**src/rtl/lsu_if.sv**
```systemverilog
// Pipeline request, data-bus and result signals of the load/store unit.
// slave = LSU side, master = pipeline/bus environment side.
interface lsu_if;
   logic        req_valid;
   logic        req_ready;
   logic        req_is_store;
   logic [1:0]  req_size;
   logic        req_unsigned;
   logic [31:0] req_addr;
   logic [31:0] req_wdata;
   logic        bus_req;
   logic        bus_we;
   logic [31:0] bus_addr;
   logic [31:0] bus_wdata;
   logic [3:0]  bus_be;
   logic        bus_gnt;
   logic        bus_rvalid;
   logic [31:0] bus_rdata;
   logic        load_valid;
   logic [31:0] load_data;
   logic        busy;
   logic        bus_err;
   logic        misalign_exc;

   modport slave (
      input  req_valid, req_is_store, req_size, req_unsigned,
      input  req_addr, req_wdata,
      input  bus_gnt, bus_rvalid, bus_rdata,
      output req_ready, bus_req, bus_we, bus_addr, bus_wdata, bus_be,
      output load_valid, load_data, busy, bus_err, misalign_exc
   );

   modport master (
      output req_valid, req_is_store, req_size, req_unsigned,
      output req_addr, req_wdata,
      output bus_gnt, bus_rvalid, bus_rdata,
      input  req_ready, bus_req, bus_we, bus_addr, bus_wdata, bus_be,
      input  load_valid, load_data, busy, bus_err, misalign_exc
   );
endinterface

```
**src/rtl/load_store_unit.sv**
```systemverilog
// RV32 load/store unit on a req/gnt/rvalid bus, one op at a time.
// Define LSU_MISALIGN_TRAP_EN to trap misaligned ops instead of forcing alignment.
module load_store_unit #(
   parameter int XLEN           = 32,
   parameter int TIMEOUT_CYCLES = 255
) (
   input logic  clk,
   input logic  rst_n,
   lsu_if.slave lsu
);
   typedef enum logic [1:0] {IDLE, REQ, WAIT} state_e;

   localparam logic [15:0] TO = 16'(TIMEOUT_CYCLES);

   state_e            state_q, state_d;
   logic              bus_req_q, bus_req_d;
   logic              bus_we_q, bus_we_d;
   logic [XLEN-1:0]   bus_addr_q, bus_addr_d;
   logic [XLEN-1:0]   bus_wdata_q, bus_wdata_d;
   logic [3:0]        bus_be_q, bus_be_d;
   logic [1:0]        size_q, size_d;
   logic              uns_q, uns_d;
   logic [1:0]        off_q, off_d;
   logic [15:0]       timer_q, timer_d;
   logic              load_valid_q, load_valid_d;
   logic [XLEN-1:0]   load_data_q, load_data_d;
   logic              bus_err_q, bus_err_d;
   logic              mis_exc_q, mis_exc_d;

   logic              mis;
   logic [1:0]        off_eff;
   logic [3:0]        be;
   logic [XLEN-1:0]   wd;
   logic [15:0]       sh;
   logic [XLEN-1:0]   ext;

   // Request decode: effective offset, byte enables, replicated store data
   always_comb begin
      off_eff = 2'b00;
      be      = 4'b1111;
      wd      = lsu.req_wdata;
      unique case (lsu.req_size)
         2'b00: begin
            off_eff = lsu.req_addr[1:0];
            be      = 4'b0001 << lsu.req_addr[1:0];
            wd      = {4{lsu.req_wdata[7:0]}};
         end
         2'b01: begin
            off_eff = {lsu.req_addr[1], 1'b0};
            be      = 4'b0011 << {lsu.req_addr[1], 1'b0};
            wd      = {2{lsu.req_wdata[15:0]}};
         end
         default: begin
            off_eff = 2'b00;
            be      = 4'b1111;
            wd      = lsu.req_wdata;
         end
      endcase
`ifdef LSU_MISALIGN_TRAP_EN
      mis = (lsu.req_size == 2'b01 && lsu.req_addr[0]) ||
            (lsu.req_size[1] && lsu.req_addr[1:0] != 2'b00);
`else
      mis = 1'b0;
`endif
   end

   // Load alignment and extension
   always_comb begin
      sh  = 16'(lsu.bus_rdata >> {off_q, 3'b000});
      ext = lsu.bus_rdata;
      unique case (size_q)
         2'b00:   ext = {{24{~uns_q & sh[7]}}, sh[7:0]};
         2'b01:   ext = {{16{~uns_q & sh[15]}}, sh[15:0]};
         default: ext = lsu.bus_rdata;
      endcase
   end

   always_comb begin
      state_d      = state_q;
      bus_req_d    = bus_req_q;
      bus_we_d     = bus_we_q;
      bus_addr_d   = bus_addr_q;
      bus_wdata_d  = bus_wdata_q;
      bus_be_d     = bus_be_q;
      size_d       = size_q;
      uns_d        = uns_q;
      off_d        = off_q;
      timer_d      = timer_q;
      load_valid_d = 1'b0;
      load_data_d  = load_data_q;
      bus_err_d    = 1'b0;
      mis_exc_d    = 1'b0;
      unique case (state_q)
         IDLE: begin
            if (lsu.req_valid) begin
               if (mis) begin
                  mis_exc_d = 1'b1;
               end else begin
                  state_d     = REQ;
                  bus_req_d   = 1'b1;
                  bus_we_d    = lsu.req_is_store;
                  bus_addr_d  = {lsu.req_addr[31:2], 2'b00};
                  bus_wdata_d = wd;
                  bus_be_d    = be;
                  size_d      = lsu.req_size;
                  uns_d       = lsu.req_unsigned;
                  off_d       = off_eff;
               end
            end
         end
         REQ: begin
            if (lsu.bus_gnt) begin
               state_d   = WAIT;
               bus_req_d = 1'b0;
               timer_d   = '0;
            end
         end
         WAIT: begin
            if (lsu.bus_rvalid) begin
               state_d = IDLE;
               if (!bus_we_q) begin
                  load_valid_d = 1'b1;
                  load_data_d  = ext;
               end
            end else begin
               timer_d = timer_q + 16'd1;
               if (TIMEOUT_CYCLES != 0 && timer_d == TO) begin
                  state_d   = IDLE;
                  bus_err_d = 1'b1;
               end
            end
         end
         default: state_d = IDLE;
      endcase
   end

   always_ff @(posedge clk or negedge rst_n) begin
      if (!rst_n) begin
         state_q      <= IDLE;
         bus_req_q    <= 1'b0;
         bus_we_q     <= 1'b0;
         bus_addr_q   <= '0;
         bus_wdata_q  <= '0;
         bus_be_q     <= '0;
         size_q       <= '0;
         uns_q        <= 1'b0;
         off_q        <= '0;
         timer_q      <= '0;
         load_valid_q <= 1'b0;
         load_data_q  <= '0;
         bus_err_q    <= 1'b0;
         mis_exc_q    <= 1'b0;
      end else begin
         state_q      <= state_d;
         bus_req_q    <= bus_req_d;
         bus_we_q     <= bus_we_d;
         bus_addr_q   <= bus_addr_d;
         bus_wdata_q  <= bus_wdata_d;
         bus_be_q     <= bus_be_d;
         size_q       <= size_d;
         uns_q        <= uns_d;
         off_q        <= off_d;
         timer_q      <= timer_d;
         load_valid_q <= load_valid_d;
         load_data_q  <= load_data_d;
         bus_err_q    <= bus_err_d;
         mis_exc_q    <= mis_exc_d;
      end
   end

   assign lsu.req_ready    = (state_q == IDLE);
   assign lsu.busy         = (state_q != IDLE);
   assign lsu.bus_req      = bus_req_q;
   assign lsu.bus_we       = bus_we_q;
   assign lsu.bus_addr     = bus_addr_q;
   assign lsu.bus_wdata    = bus_wdata_q;
   assign lsu.bus_be       = bus_be_q;
   assign lsu.load_valid   = load_valid_q;
   assign lsu.load_data    = load_data_q;
   assign lsu.bus_err      = bus_err_q;
   assign lsu.misalign_exc = mis_exc_q;
endmodule

```
**src/flat_wrapper.sv**
```systemverilog
// flat-port wrapper written by rule: the top's interface ports become plain ports
module load_store_unit_flat 
#(
   parameter int XLEN           = 32,
   parameter int TIMEOUT_CYCLES = 255
)
  (clk, rst_n, lsu_req_valid, lsu_req_is_store, lsu_req_size, lsu_req_unsigned, lsu_req_addr, lsu_req_wdata, lsu_bus_gnt, lsu_bus_rvalid, lsu_bus_rdata, lsu_req_ready, lsu_bus_req, lsu_bus_we, lsu_bus_addr, lsu_bus_wdata, lsu_bus_be, lsu_load_valid, lsu_load_data, lsu_busy, lsu_bus_err, lsu_misalign_exc);
  lsu_if lsu_i ();
  input logic clk;
  input logic rst_n;
  input wire logic [$bits(lsu_i.req_valid)-1:0] lsu_req_valid;
  input wire logic [$bits(lsu_i.req_is_store)-1:0] lsu_req_is_store;
  input wire logic [$bits(lsu_i.req_size)-1:0] lsu_req_size;
  input wire logic [$bits(lsu_i.req_unsigned)-1:0] lsu_req_unsigned;
  input wire logic [$bits(lsu_i.req_addr)-1:0] lsu_req_addr;
  input wire logic [$bits(lsu_i.req_wdata)-1:0] lsu_req_wdata;
  input wire logic [$bits(lsu_i.bus_gnt)-1:0] lsu_bus_gnt;
  input wire logic [$bits(lsu_i.bus_rvalid)-1:0] lsu_bus_rvalid;
  input wire logic [$bits(lsu_i.bus_rdata)-1:0] lsu_bus_rdata;
  output wire logic [$bits(lsu_i.req_ready)-1:0] lsu_req_ready;
  output wire logic [$bits(lsu_i.bus_req)-1:0] lsu_bus_req;
  output wire logic [$bits(lsu_i.bus_we)-1:0] lsu_bus_we;
  output wire logic [$bits(lsu_i.bus_addr)-1:0] lsu_bus_addr;
  output wire logic [$bits(lsu_i.bus_wdata)-1:0] lsu_bus_wdata;
  output wire logic [$bits(lsu_i.bus_be)-1:0] lsu_bus_be;
  output wire logic [$bits(lsu_i.load_valid)-1:0] lsu_load_valid;
  output wire logic [$bits(lsu_i.load_data)-1:0] lsu_load_data;
  output wire logic [$bits(lsu_i.busy)-1:0] lsu_busy;
  output wire logic [$bits(lsu_i.bus_err)-1:0] lsu_bus_err;
  output wire logic [$bits(lsu_i.misalign_exc)-1:0] lsu_misalign_exc;
  assign lsu_i.req_valid = lsu_req_valid;
  assign lsu_i.req_is_store = lsu_req_is_store;
  assign lsu_i.req_size = lsu_req_size;
  assign lsu_i.req_unsigned = lsu_req_unsigned;
  assign lsu_i.req_addr = lsu_req_addr;
  assign lsu_i.req_wdata = lsu_req_wdata;
  assign lsu_i.bus_gnt = lsu_bus_gnt;
  assign lsu_i.bus_rvalid = lsu_bus_rvalid;
  assign lsu_i.bus_rdata = lsu_bus_rdata;
  assign lsu_req_ready = lsu_i.req_ready;
  assign lsu_bus_req = lsu_i.bus_req;
  assign lsu_bus_we = lsu_i.bus_we;
  assign lsu_bus_addr = lsu_i.bus_addr;
  assign lsu_bus_wdata = lsu_i.bus_wdata;
  assign lsu_bus_be = lsu_i.bus_be;
  assign lsu_load_valid = lsu_i.load_valid;
  assign lsu_load_data = lsu_i.load_data;
  assign lsu_busy = lsu_i.busy;
  assign lsu_bus_err = lsu_i.bus_err;
  assign lsu_misalign_exc = lsu_i.misalign_exc;
  load_store_unit #(.XLEN(XLEN), .TIMEOUT_CYCLES(TIMEOUT_CYCLES)) u_core (.clk(clk), .rst_n(rst_n), .lsu(lsu_i));
endmodule
```
**config.mk**
```make
export PLATFORM = sky130hd
export DESIGN_NAME = load_store_unit_flat
export DESIGN_NICKNAME = d
export VERILOG_FILES = /design/src/rtl/lsu_if.sv /design/src/rtl/load_store_unit.sv /design/src/flat_wrapper.sv
export SDC_FILE = /design/constraint.sdc
export NUM_CORES = 1
export LEC_CHECK = 0
export CAP_MARGIN = 20
export CELL_PAD_IN_SITES_DETAIL_PLACEMENT = 1
export CELL_PAD_IN_SITES_GLOBAL_PLACEMENT = 2
export CORE_UTILIZATION = 28
export CTS_CLUSTER_DIAMETER = 60
export DETAILED_ROUTE_END_ITERATION = 7
export PLACE_DENSITY_LB_ADDON = 0.12
export SYNTH_ARGS = -nofsm -noshare
export SYNTH_HDL_FRONTEND = slang
export SYNTH_SLANG_ARGS = --single-unit
export TNS_END_PERCENT = 20
```
**constraint.sdc**
```tcl
create_clock -name clk -period 4 [get_ports clk]
set_clock_uncertainty 0.2 [all_clocks]
set_input_delay 0.6 -clock clk [delete_from_list [all_inputs] [get_ports clk]]
set_output_delay 0.6 -clock clk [all_outputs]
set_load 0.005 [all_outputs]
```
==> results of run 1 <==
[cell type report]
cell class / count / area (sq um)
inverter: 7 / 26.28
multi-input combinational: 502 / 2635
fill: 2447 / 12250
sequential: 125 / 3128
clock buffer: 18 / 429.2
clock inverter: 14 / 133.9
timing repair buffer: 214 / 2143
tap: 275 / 344.1
[what timing repair did]
action                                 4_1_cts  5_1_grt
gates resized for setup                      0        0
endpoints found under the hold margin       46        0
setup buffers                                0        0
hold buffers                                 1        0
[registers in the layout, indices dropped and copies added, names as in the netlist]
signal / flops
u_core.lsu.bus_wdata: 32
u_core.lsu.load_data: 32
u_core.lsu.bus_addr: 30
u_core.timer_q: 16
u_core.lsu.bus_be: 4
u_core.off_q: 2
u_core.size_q: 2
u_core.state_q: 2
u_core.lsu.bus_err: 1
u_core.lsu.bus_req: 1
u_core.lsu.bus_we: 1
u_core.lsu.load_valid: 1
u_core.uns_q: 1
[worst paths after layout]
kind	from	end	slack, ns
max	u_core.state_q[0]	lsu_req_ready	1.32
max reg2reg	u_core.off_q[1]	u_core.lsu.load_data[20]	1.48
min reg2reg	u_core.lsu.bus_addr[11]	u_core.lsu.bus_addr[11]	0.27
min in group asynchronous	rst_n	u_core.lsu.bus_err	0.47
min	u_core.lsu.bus_addr[11]	u_core.lsu.bus_addr[11]	0.27
max in group asynchronous	rst_n	u_core.lsu.bus_addr[3]	2.30
[through the flow]
stage          setup WS (ns)  util [%]  instances
2_1_floorplan          1.889         -        683
3_3_place_gp           1.056     39.20       1122
3_5_place_dp          0.9744     39.20       1122
4_1_cts                1.281     41.92       1155
5_1_grt                1.236     41.92       1155
6_report               1.322     41.92       1155
[cell families (layout without fill, tap and decap cells)]
group / count (synthesis) / after routing
AND/OR/NAND/NOR: 302 / 302
buffers and inverters: 56 / 253
flip-flops: 125 / 125
multiplexers: 37 / 37
other: 1 / 3
adder cells (fa/ha/maj): 2 / 2
AO/OA/AOI/OAI: 156 / 156
XOR/XNOR: 2 / 2
[worst reg2reg max path: cells and delay by family, from the launching register on]
family	cells	cell delay, ns
flip-flops	1	0.79
AO/OA/AOI/OAI	3	0.68
multiplexers	1	0.61
AND/OR/NAND/NOR	1	0.10
[synthesized netlist by cell type, types with 2 or more instances]
cell,number
a21oi_1,45
a31oi_1,9
and2_1,4
and3_1,4
and4_2,3
buf_1,2
buf_2,5
buf_4,5
buf_6,4
clkbuf_1,31
dfrtp_1,125
ha_1,2
inv_1,5
inv_2,2
mux2i_1,35
nand2_1,199
nand2b_1,4
nand3_1,9
nand3b_1,2
nand4_1,8
nor2_1,48
nor2b_1,8
nor3_1,2
o21ai_0,70
o21ai_1,7
o22ai_1,8
o31ai_1,11
xnor2_1,2
[per-layer routing]
layer / part of all wire, % / global-route usage (%) / wire, microns / vias to the layer above
met5: 0 / 0 / 0 / -
met1: 44 / 24.19 / 9187 / 2765
met2: 47 / 30.65 / 9682 / 149
met3: 8.1 / 8.073 / 1676 / 14
met4: 1.1 / 5.051 / 221 / 0
li1: - / - / - / 2673
[report_power, final]
group	internal, mW	switching [mW]
clock network	0.864	0.641
registers	1.76	0.380
logic	1.21	0.943
==> flow_metrics.py, run 1 <==
metrics = {
    "logic_synthesis": {
        "syn_area_per_cell_sq_um": 8.878,
        "ys_async_sr_fraction_pct": 100.0,
        "yosysWarnings": 0,
        "synth.area.mux_share_pct": 6.353,
        "synth_compound_area_share_pct": 14.22,
        "synth_flop_cell": "dfrtp_1",
        "synth-edff-count": 0,
        "seq_area_frac_synth_pct": 51.74,
        "synth_xor_area_share_pct": 0.2897,
        "synthTopCellsByArea": "dfrtp_1 52%, nand2_1 12%, mux2i_1 5.8%, o21ai_0 5.8%, a21oi_1 3.7%",
        "synth_cell_types": 50,
        "yosysTopAreaCellShare_pct": 51.74,
        "synth_top_cell_by_area": "dfrtp_1",
        "synth_simple_gate_area_share_pct": 21.90,
        "synth_fa_ha_area_share_pct": 0.4139,
        "synth_top_family_by_area": "simple AND/OR/NAND/NOR gates",
        "ys_ff_latch": 125,
        "synth_area_sq_um": 6046,
        "synth_cells": 681,
    },
    "die": {
        "rows": 53,
        "die_h_microns": 148.9,
        "pin_count": 212,
        "die_area_sq_um": 22180,
        "dieWidth_microns": 148.9,
        "initial_core_util_pct": 28.67,
        "core_sq_um": 21090,
    },
    "routing": {
        "wl_per_cell_microns": 17.98,
        "vias": 5601,
        "drt_pre_antenna_iters": 4,
        "drtIter0Drc": 226,
        "wirelength_mm": 20.77,
        "via_per_inst": 4.849,
        "antenna_left": 0,
        "route.detailed.drc": 0,
    },
    "grt": {
        "grt_pass1_wl_mm": 33.04,
        "antenna_found_initial": 0,
        "grt_max_degree": 100,
        "grt_overflow": 0,
        "grt_usage_pct": 19.36,
        "grt_pass1_vias": 6035,
    },
    "place": {
        "hpwl_mm": 14.71,
        "place_area_sq_um": 8267,
        "gp_congestion": 0.8066,
        "port_buffers": 208,
    },
    "critical_path": {
        "critPathBufInv": 1,
        "required_ns": 3.20,
        "critPathKind": "register to output pin",
        "worst-endpoint-arrival_ns": 1.88,
        "path_delay_family": "buffers and inverters",
        "crit_path_cell_trace": "nor2_1, clkdlybuf4s50_1",
        "crit_path_end_kind": "output pin",
        "crit_slowest_cell": "clkdlybuf4s50_1",
        "rr_worst_depth": 5,
        "cpPeakStageDelay_ns": 0.58,
        "crit_fanout": 7,
        "path_depth": 2,
        "cp-start-kind": "register",
    },
    "timing": {
        "hold_viol_final": 0,
        "min_period_over_period_pct": 66.94,
        "rsz0062_at_grt": "no",
        "setup_viol_count_final": 0,
        "hold_ws_ns": 0.2725,
        "slew_violations": 0,
        "max_freq_ghz": 0.3735,
        "period_minus_slack_ns": 2.678,
        "maxSlewHeadroom_pct": 33.05,
        "worst_slew_pin_slew_ns": 1.004,
        "final.setup.tns_ns": 0,
    },
    "cts": {
        "cts.clk_slew.worst_paths_ns": 0.06,
        "clock_sink_count": 125,
        "cts.htree.levels": 4,
        "cts_buffers": 17,
        "cts_tree": "built",
        "insertion_delay_ns": 0.42,
        "clk_path_buf_depth": 2,
        "root_buffer": "clkbuf_16",
    },
    "finish": {
        "layout_common_cells": "207 x clkdlybuf4s50_1, 198 x nand2_1, 125 x dfrtp_1",
        "nets": 974,
        "final_common_cell": "clkdlybuf4s50_1",
        "antenna_cells": 0,
        "final_layout_size_suffix_gt1_share_pct": 6.250,
        "final_cell_area_sq_um": 8840,
        "area_delta_synth_final_pct": 46.21,
    },
    "power": {
        "ir_worst_vdd_v": 0.0002554,
        "p_per_area_nw_per_um2": 656.5,
        "cellLeakagePower_nw": 3.860,
        "power_mw": 5.803,
    },
    "worst_hold_path": {
        "hold_depth": 2,
        "worstHoldPathType": "register to register",
    },
    "status": {
        "status": "completed",
    },
    "run": {
        "drv_cap": 0,
    },
}
Note: power is estimated with default switching activity, not from simulation.
==> run 2: changes to the inputs <==
--- a/config.mk
+++ b/config.mk
@@ -8,7 +8,7 @@
 export CAP_MARGIN = 20
 export CELL_PAD_IN_SITES_DETAIL_PLACEMENT = 1
 export CELL_PAD_IN_SITES_GLOBAL_PLACEMENT = 2
-export CORE_UTILIZATION = 28
+export CORE_UTILIZATION = 26
 export CTS_CLUSTER_DIAMETER = 60
 export DETAILED_ROUTE_END_ITERATION = 7
 export PLACE_DENSITY_LB_ADDON = 0.12
==> constraint.sdc (replaced) <==
create_clock -name clk -period 2.8 [get_ports clk]
set_clock_uncertainty 0.2 [all_clocks]
set_input_delay 0.42 -clock clk [delete_from_list [all_inputs] [get_ports clk]]
set_output_delay 0.42 -clock clk [all_outputs]
set_load 0.005 [all_outputs]
==> flow_metrics.py, run 2 (same netlist as run 1, synthesis figures left out) <==
metrics = {
    "power": {
        "power_mw": 8.755,
        "p_per_area_nw_per_um2": 962.7,
        "ir_worst_vdd_v": 0.0003829,
        "cellLeakagePower_nw": 3.994,
    },
    "grt": {
        "grt_pass1_vias": 5943,
        "grt_overflow": 0,
        "antenna_found_initial": 1,
        "grt_pass1_wl_mm": 33.49,
        "grt_max_degree": 69,
        "grt_usage_pct": 18.06,
    },
    "die": {
        "dieWidth_microns": 154.5,
        "initial_core_util_pct": 26.62,
        "rows": 55,
        "pin_count": 212,
        "core_sq_um": 22710,
        "die_h_microns": 154.5,
        "die_area_sq_um": 23870,
    },
    "place": {
        "place_ws_ns": 0.2104,
        "port_buffers": 208,
        "gp_congestion": 0.7608,
        "dp.cells": 1145,
        "place_area_sq_um": 8404,
        "hpwl_mm": 15.10,
    },
    "critical_path": {
        "r2r-start": "u_core.timer_q[0]",
        "critPathKind": "register to register",
        "worst-endpoint-arrival_ns": 2.54,
        "r2r_setup_slack_ns": 0.40,
        "cp-start-kind": "register",
        "crit_fanout": 10,
        "r2r-end": "u_core.lsu.bus_err",
        "required_ns": 2.94,
        "rr_worst_depth": 6,
        "crit_path_end_kind": "register",
    },
    "timing": {
        "worst_slew_pin_slew_ns": 0.6575,
        "max_freq_ghz": 0.4163,
        "slew_violations": 0,
        "hold_viol_final": 0,
        "min_period_over_period_pct": 85.78,
        "rsz0062_at_grt": "no",
        "final.setup.tns_ns": 0,
        "hold_ws_ns": 0.2729,
        "period_minus_slack_ns": 2.402,
        "fin_ws_ns": 0.3981,
        "maxSlewHeadroom_pct": 55.83,
        "setup_viol_count_final": 0,
    },
    "cts": {
        "cts.htree.levels": 4,
        "cts_tree": "built",
        "cts_setup_buffers": 0,
        "clk_path_buf_depth": 2,
        "cts.clk_slew.worst_paths_ns": 0.06,
        "clock_sink_count": 125,
        "insertion_delay_ns": 0.40,
        "root_buffer": "clkbuf_16",
        "cts_buffers": 17,
    },
    "finish": {
        "instances_no_fill": 1178,
        "final_cell_area_sq_um": 9095,
        "antenna_cells": 0,
        "num-fill-cells": 2592,
        "final_common_cell": "clkdlybuf4s50_1",
        "layout.core_utilization_pct": 40.05,
        "layout_common_cells": "207 x clkdlybuf4s50_1, 198 x nand2_1, 125 x dfrtp_1",
        "final_layout_size_suffix_gt1_share_pct": 7.503,
        "multi_input_area_sq_um": 2625,
        "area_delta_synth_final_pct": 50.43,
        "nets": 987,
        "regArea_sq_um": 3128,
    },
    "worst_hold_path": {
        "hold_depth": 2,
        "worstHoldPathType": "register to register",
        "min_to": "u_core.lsu.bus_wdata[6]",
        "min-delay-start": "u_core.lsu.bus_wdata[6]",
    },
    "routing": {
        "drtIter0Drc": 233,
        "drt_pre_antenna_iters": 4,
        "via_per_inst": 4.756,
        "vias": 5603,
        "wl_per_cell_microns": 17.76,
        "wirelength_mm": 20.92,
        "route.detailed.drc": 0,
        "antenna_left": 0,
    },
    "status": {
        "status": "completed",
    },
    "run": {
        "drv_cap": 0,
    },
}
[run 2: cell types whose count changed in the layout (fill, tap and decap cells not counted), moves of 2 or more]
| cell | change |
|---|---|
| buf_12 | +3 |
| clkinvlp_4 | -2 |
| bufinv_16 | +5 |
| inv_6 | -4 |
| buf_4 | +10 |
[run 2: worst max path at each step]
stage                                     to  cells past startpoint  slack [ns]              start
detailed placement  u_core.lsu.load_data[31]                      6        0.21  lsu_bus_rdata[31]
finish                    u_core.lsu.bus_err                      6        0.40  u_core.timer_q[0]
global placement    u_core.lsu.load_data[29]                      6        0.36  lsu_bus_rdata[31]
global route              u_core.lsu.bus_err                      6        0.15  u_core.timer_q[1]
CTS                       u_core.lsu.bus_err                      6        0.38  u_core.timer_q[0]
floorplan                 u_core.lsu.bus_err                      6        0.69  u_core.timer_q[1]
[run 2: critical path: stages, from the launching register on]
cell and delay, ns:
dfrtp_1 0.49, ha_1 0.33, and4_2 0.30, a311oi_1 0.29, a31oi_1 0.09, a2111oi_2 0.42
and3_1 0.22
[run 2: layout make-up]
type,instances,share of cell area (%)
tap,285,3.921
sequential,125,34.39
clock buffer,19,4.870
multi-input combinational,502,28.86
inverter,7,0.2889
clock inverter,13,2.614
timing repair buffer,227,25.05
[run 2: where the power goes]
group,switching (mW),leakage [nW],internal (mW)
combinational,1.36,2.11,1.79
sequential,0.514,1.56,2.52
clock,0.869,0.320,1.70
total,2.75,3.99,6.01
[run 2: metal layers]
layer | share of wire [%] | track usage, % | wire [microns]
met1 | 43 | 21.71 | 8953
met2 | 48 | 30.25 | 10080
met3 | 8.0 | 7.229 | 1678
met4 | 1.0 | 4.008 | 209
met5 | 0 | 0 | 0
[run 2: timing repair]
item,CTS,global route
hold endpoints to repair,60,0
gates resized for setup,0,0
hold buffers,1,0
==> run 3: changes to the inputs <==
--- a/config.mk
+++ b/config.mk
@@ -8,6 +8,7 @@
 export CAP_MARGIN = 20
 export CELL_PAD_IN_SITES_DETAIL_PLACEMENT = 1
 export CELL_PAD_IN_SITES_GLOBAL_PLACEMENT = 2
+export CORE_MARGIN = 10
 export CORE_UTILIZATION = 26
 export CTS_CLUSTER_DIAMETER = 60
 export DETAILED_ROUTE_END_ITERATION = 7
==> constraint.sdc (replaced) <==
create_clock -name clk -period 2.7 [get_ports clk]
set_clock_uncertainty 0.2 [all_clocks]
set_input_delay 0.405 -clock clk [delete_from_list [all_inputs] [get_ports clk]]
set_output_delay 0.405 -clock clk [all_outputs]
set_load 0.005 [all_outputs]
==> flow_metrics.py, run 3 (same netlist as run 1, synthesis figures left out) <==
metrics = {
    "die": {
        "rows": 55,
        "pin_count": 212,
        "dieWidth_microns": 172.5,
        "initial_core_util_pct": 26.54,
        "die_area_sq_um": 29750,
        "core_sq_um": 22780,
        "die_h_microns": 172.5,
    },
    "timing": {
        "min_period_over_period_pct": 90.19,
        "period_minus_slack_ns": 2.435,
        "hold_viol_final": 0,
        "max_freq_ghz": 0.4106,
        "maxSlewHeadroom_pct": 52.78,
        "setup_viol_count_final": 0,
        "rsz0062_at_grt": "no",
        "slew_violations": 0,
        "worst_slew_pin_slew_ns": 0.7029,
        "final.setup.tns_ns": 0,
    },
    "finish": {
        "nets": 989,
        "final_layout_size_suffix_gt1_share_pct": 7.718,
        "layout.core_utilization_pct": 39.95,
        "layout_common_cells": "207 x clkdlybuf4s50_1, 198 x nand2_1, 125 x dfrtp_1",
        "final_common_cell": "clkdlybuf4s50_1",
        "area_delta_synth_final_pct": 50.50,
        "instances_no_fill": 1208,
    },
    "critical_path": {
        "cpPeakStageDelay_ns": 0.53,
        "crit_path_cell_trace": "ha_1, nand3_1, nor4_2, a31oi_1, a2111oi_2, and3_1",
        "crit_path_end_kind": "register",
        "path_delay_family": "simple AND/OR/NAND/NOR gates",
        "crit_slowest_cell": "dfrtp_1",
        "worst-endpoint-arrival_ns": 2.58,
        "required_ns": 2.85,
        "critPathKind": "register to register",
        "cp-start-kind": "register",
        "critPathBufInv": 0,
        "crit_fanout": 10,
    },
    "place": {
        "gp_congestion": 0.8039,
        "dp.cells": 1175,
        "hpwl_mm": 17.67,
        "port_buffers": 208,
    },
    "routing": {
        "wl_per_cell_microns": 19.25,
        "wirelength_mm": 23.26,
        "vias": 5619,
        "drt_pre_antenna_iters": 5,
        "route.detailed.drc": 0,
        "antenna_left": 0,
        "via_per_inst": 4.651,
        "drtIter0Drc": 318,
    },
    "cts": {
        "cts.clk_slew.worst_paths_ns": 0.06,
        "clock_sink_count": 125,
        "cts_buffers": 17,
        "cts_tree": "built",
        "cts.htree.levels": 4,
        "clk_path_buf_depth": 2,
        "root_buffer": "clkbuf_16",
        "insertion_delay_ns": 0.42,
        "cts-resized-gates": 0,
    },
    "grt": {
        "grt_max_degree": 45,
        "grt_usage_pct": 15.76,
        "grt_overflow": 0,
        "grt_pass1_vias": 6333,
        "grt_pass1_wl_mm": 36.31,
        "antenna_found_initial": 2,
    },
    "power": {
        "p_seq_share_pct": 34.9,
        "p_int_mw": 6.101,
        "pwr-share-comb_pct": 37.1,
        "p_sw_mw": 2.915,
        "p_per_area_nw_per_um2": 990.8,
        "clockPowerShare_pct": 28.1,
        "ir_worst_vdd_v": 0.0003564,
        "cellLeakagePower_nw": 3.989,
        "switching_share_pct": 32.33,
    },
    "run": {
        "drv_cap": 0,
    },
    "worst_hold_path": {
        "worstHoldPathType": "register to register",
    },
    "status": {
        "status": "completed",
    },
}
[run 3: power by group through the flow]
stage          Clock (mW)  Sequential (mW)  Combinational (mW)
2_1_floorplan           0             3.09                1.21
3_3_place_gp            0             3.14                3.35
3_5_place_dp            0             3.18                3.43
4_1_cts              2.60             3.16                3.44
5_1_grt              2.70             3.27                3.72
6_report             2.53             3.14                3.34
[run 3: path summary, 6_finish.rpt]
path	cells past startpoint	endpoint	from	slack, ns
setup / recovery	6	u_core.lsu.bus_err	u_core.timer_q[0]	0.26
hold / removal	2	u_core.lsu.bus_addr[30]	u_core.lsu.bus_addr[30]	0.28
setup reg to reg	6	u_core.lsu.bus_err	u_core.timer_q[0]	0.26
hold reg to reg	2	u_core.lsu.bus_addr[30]	u_core.lsu.bus_addr[30]	0.28
max in group asynchronous	3	u_core.timer_q[2]	rst_n	1.38
min in group asynchronous	2	u_core.lsu.bus_req	rst_n	0.30
[run 3: routing by layer]
metal	part of all wire [%]	vias to the layer above	global-route usage [%]
met1	42	2726	18.42
met5	0.043	-	0
met2	46	168	25.50
met4	0.86	2	3.898
li1	-	2709	-
met3	10	14	7.456
[run 3: tightest hold or removal path, cell delays in order, from the launching register on]
cell	delay (ns)
dfrtp_1	0.34
nand2_1	0.05
nand2_1	0.05
[run 3: final cells by class]
type,instances,area (sq um)
flip-flops and latches,125,3128
fillers,2607,13680
diodes,1,2.502
repair buffers,229,2277
clock buffers,17,425.4
multi-input cells,502,2630
inverters,7,26.28
clock inverters,14,217.7
well taps,313,391.6
[run 3: timing repair]
| item | 4_1_cts | 5_1_grt |
|---|---|---|
| endpoints found under the hold margin | 25 | 0 |
| buffers inserted | 0 | 0 |
| hold buffers | 1 | 0 |
[run 3: through the flow]
stage	hold WS [ns]	worst slack [ns]	instance area, sq um	power (mW)
2_1_floorplan	-0.09059	0.5894	6053	4.297
3_3_place_gp	0.1791	0.2572	8443	6.484
3_5_place_dp	0.1851	0.1680	8443	6.602
4_1_cts	0.2880	0.2236	9096	9.209
5_1_grt	0.3020	0.02895	9096	9.699
6_report	0.2798	0.2648	9099	9.015
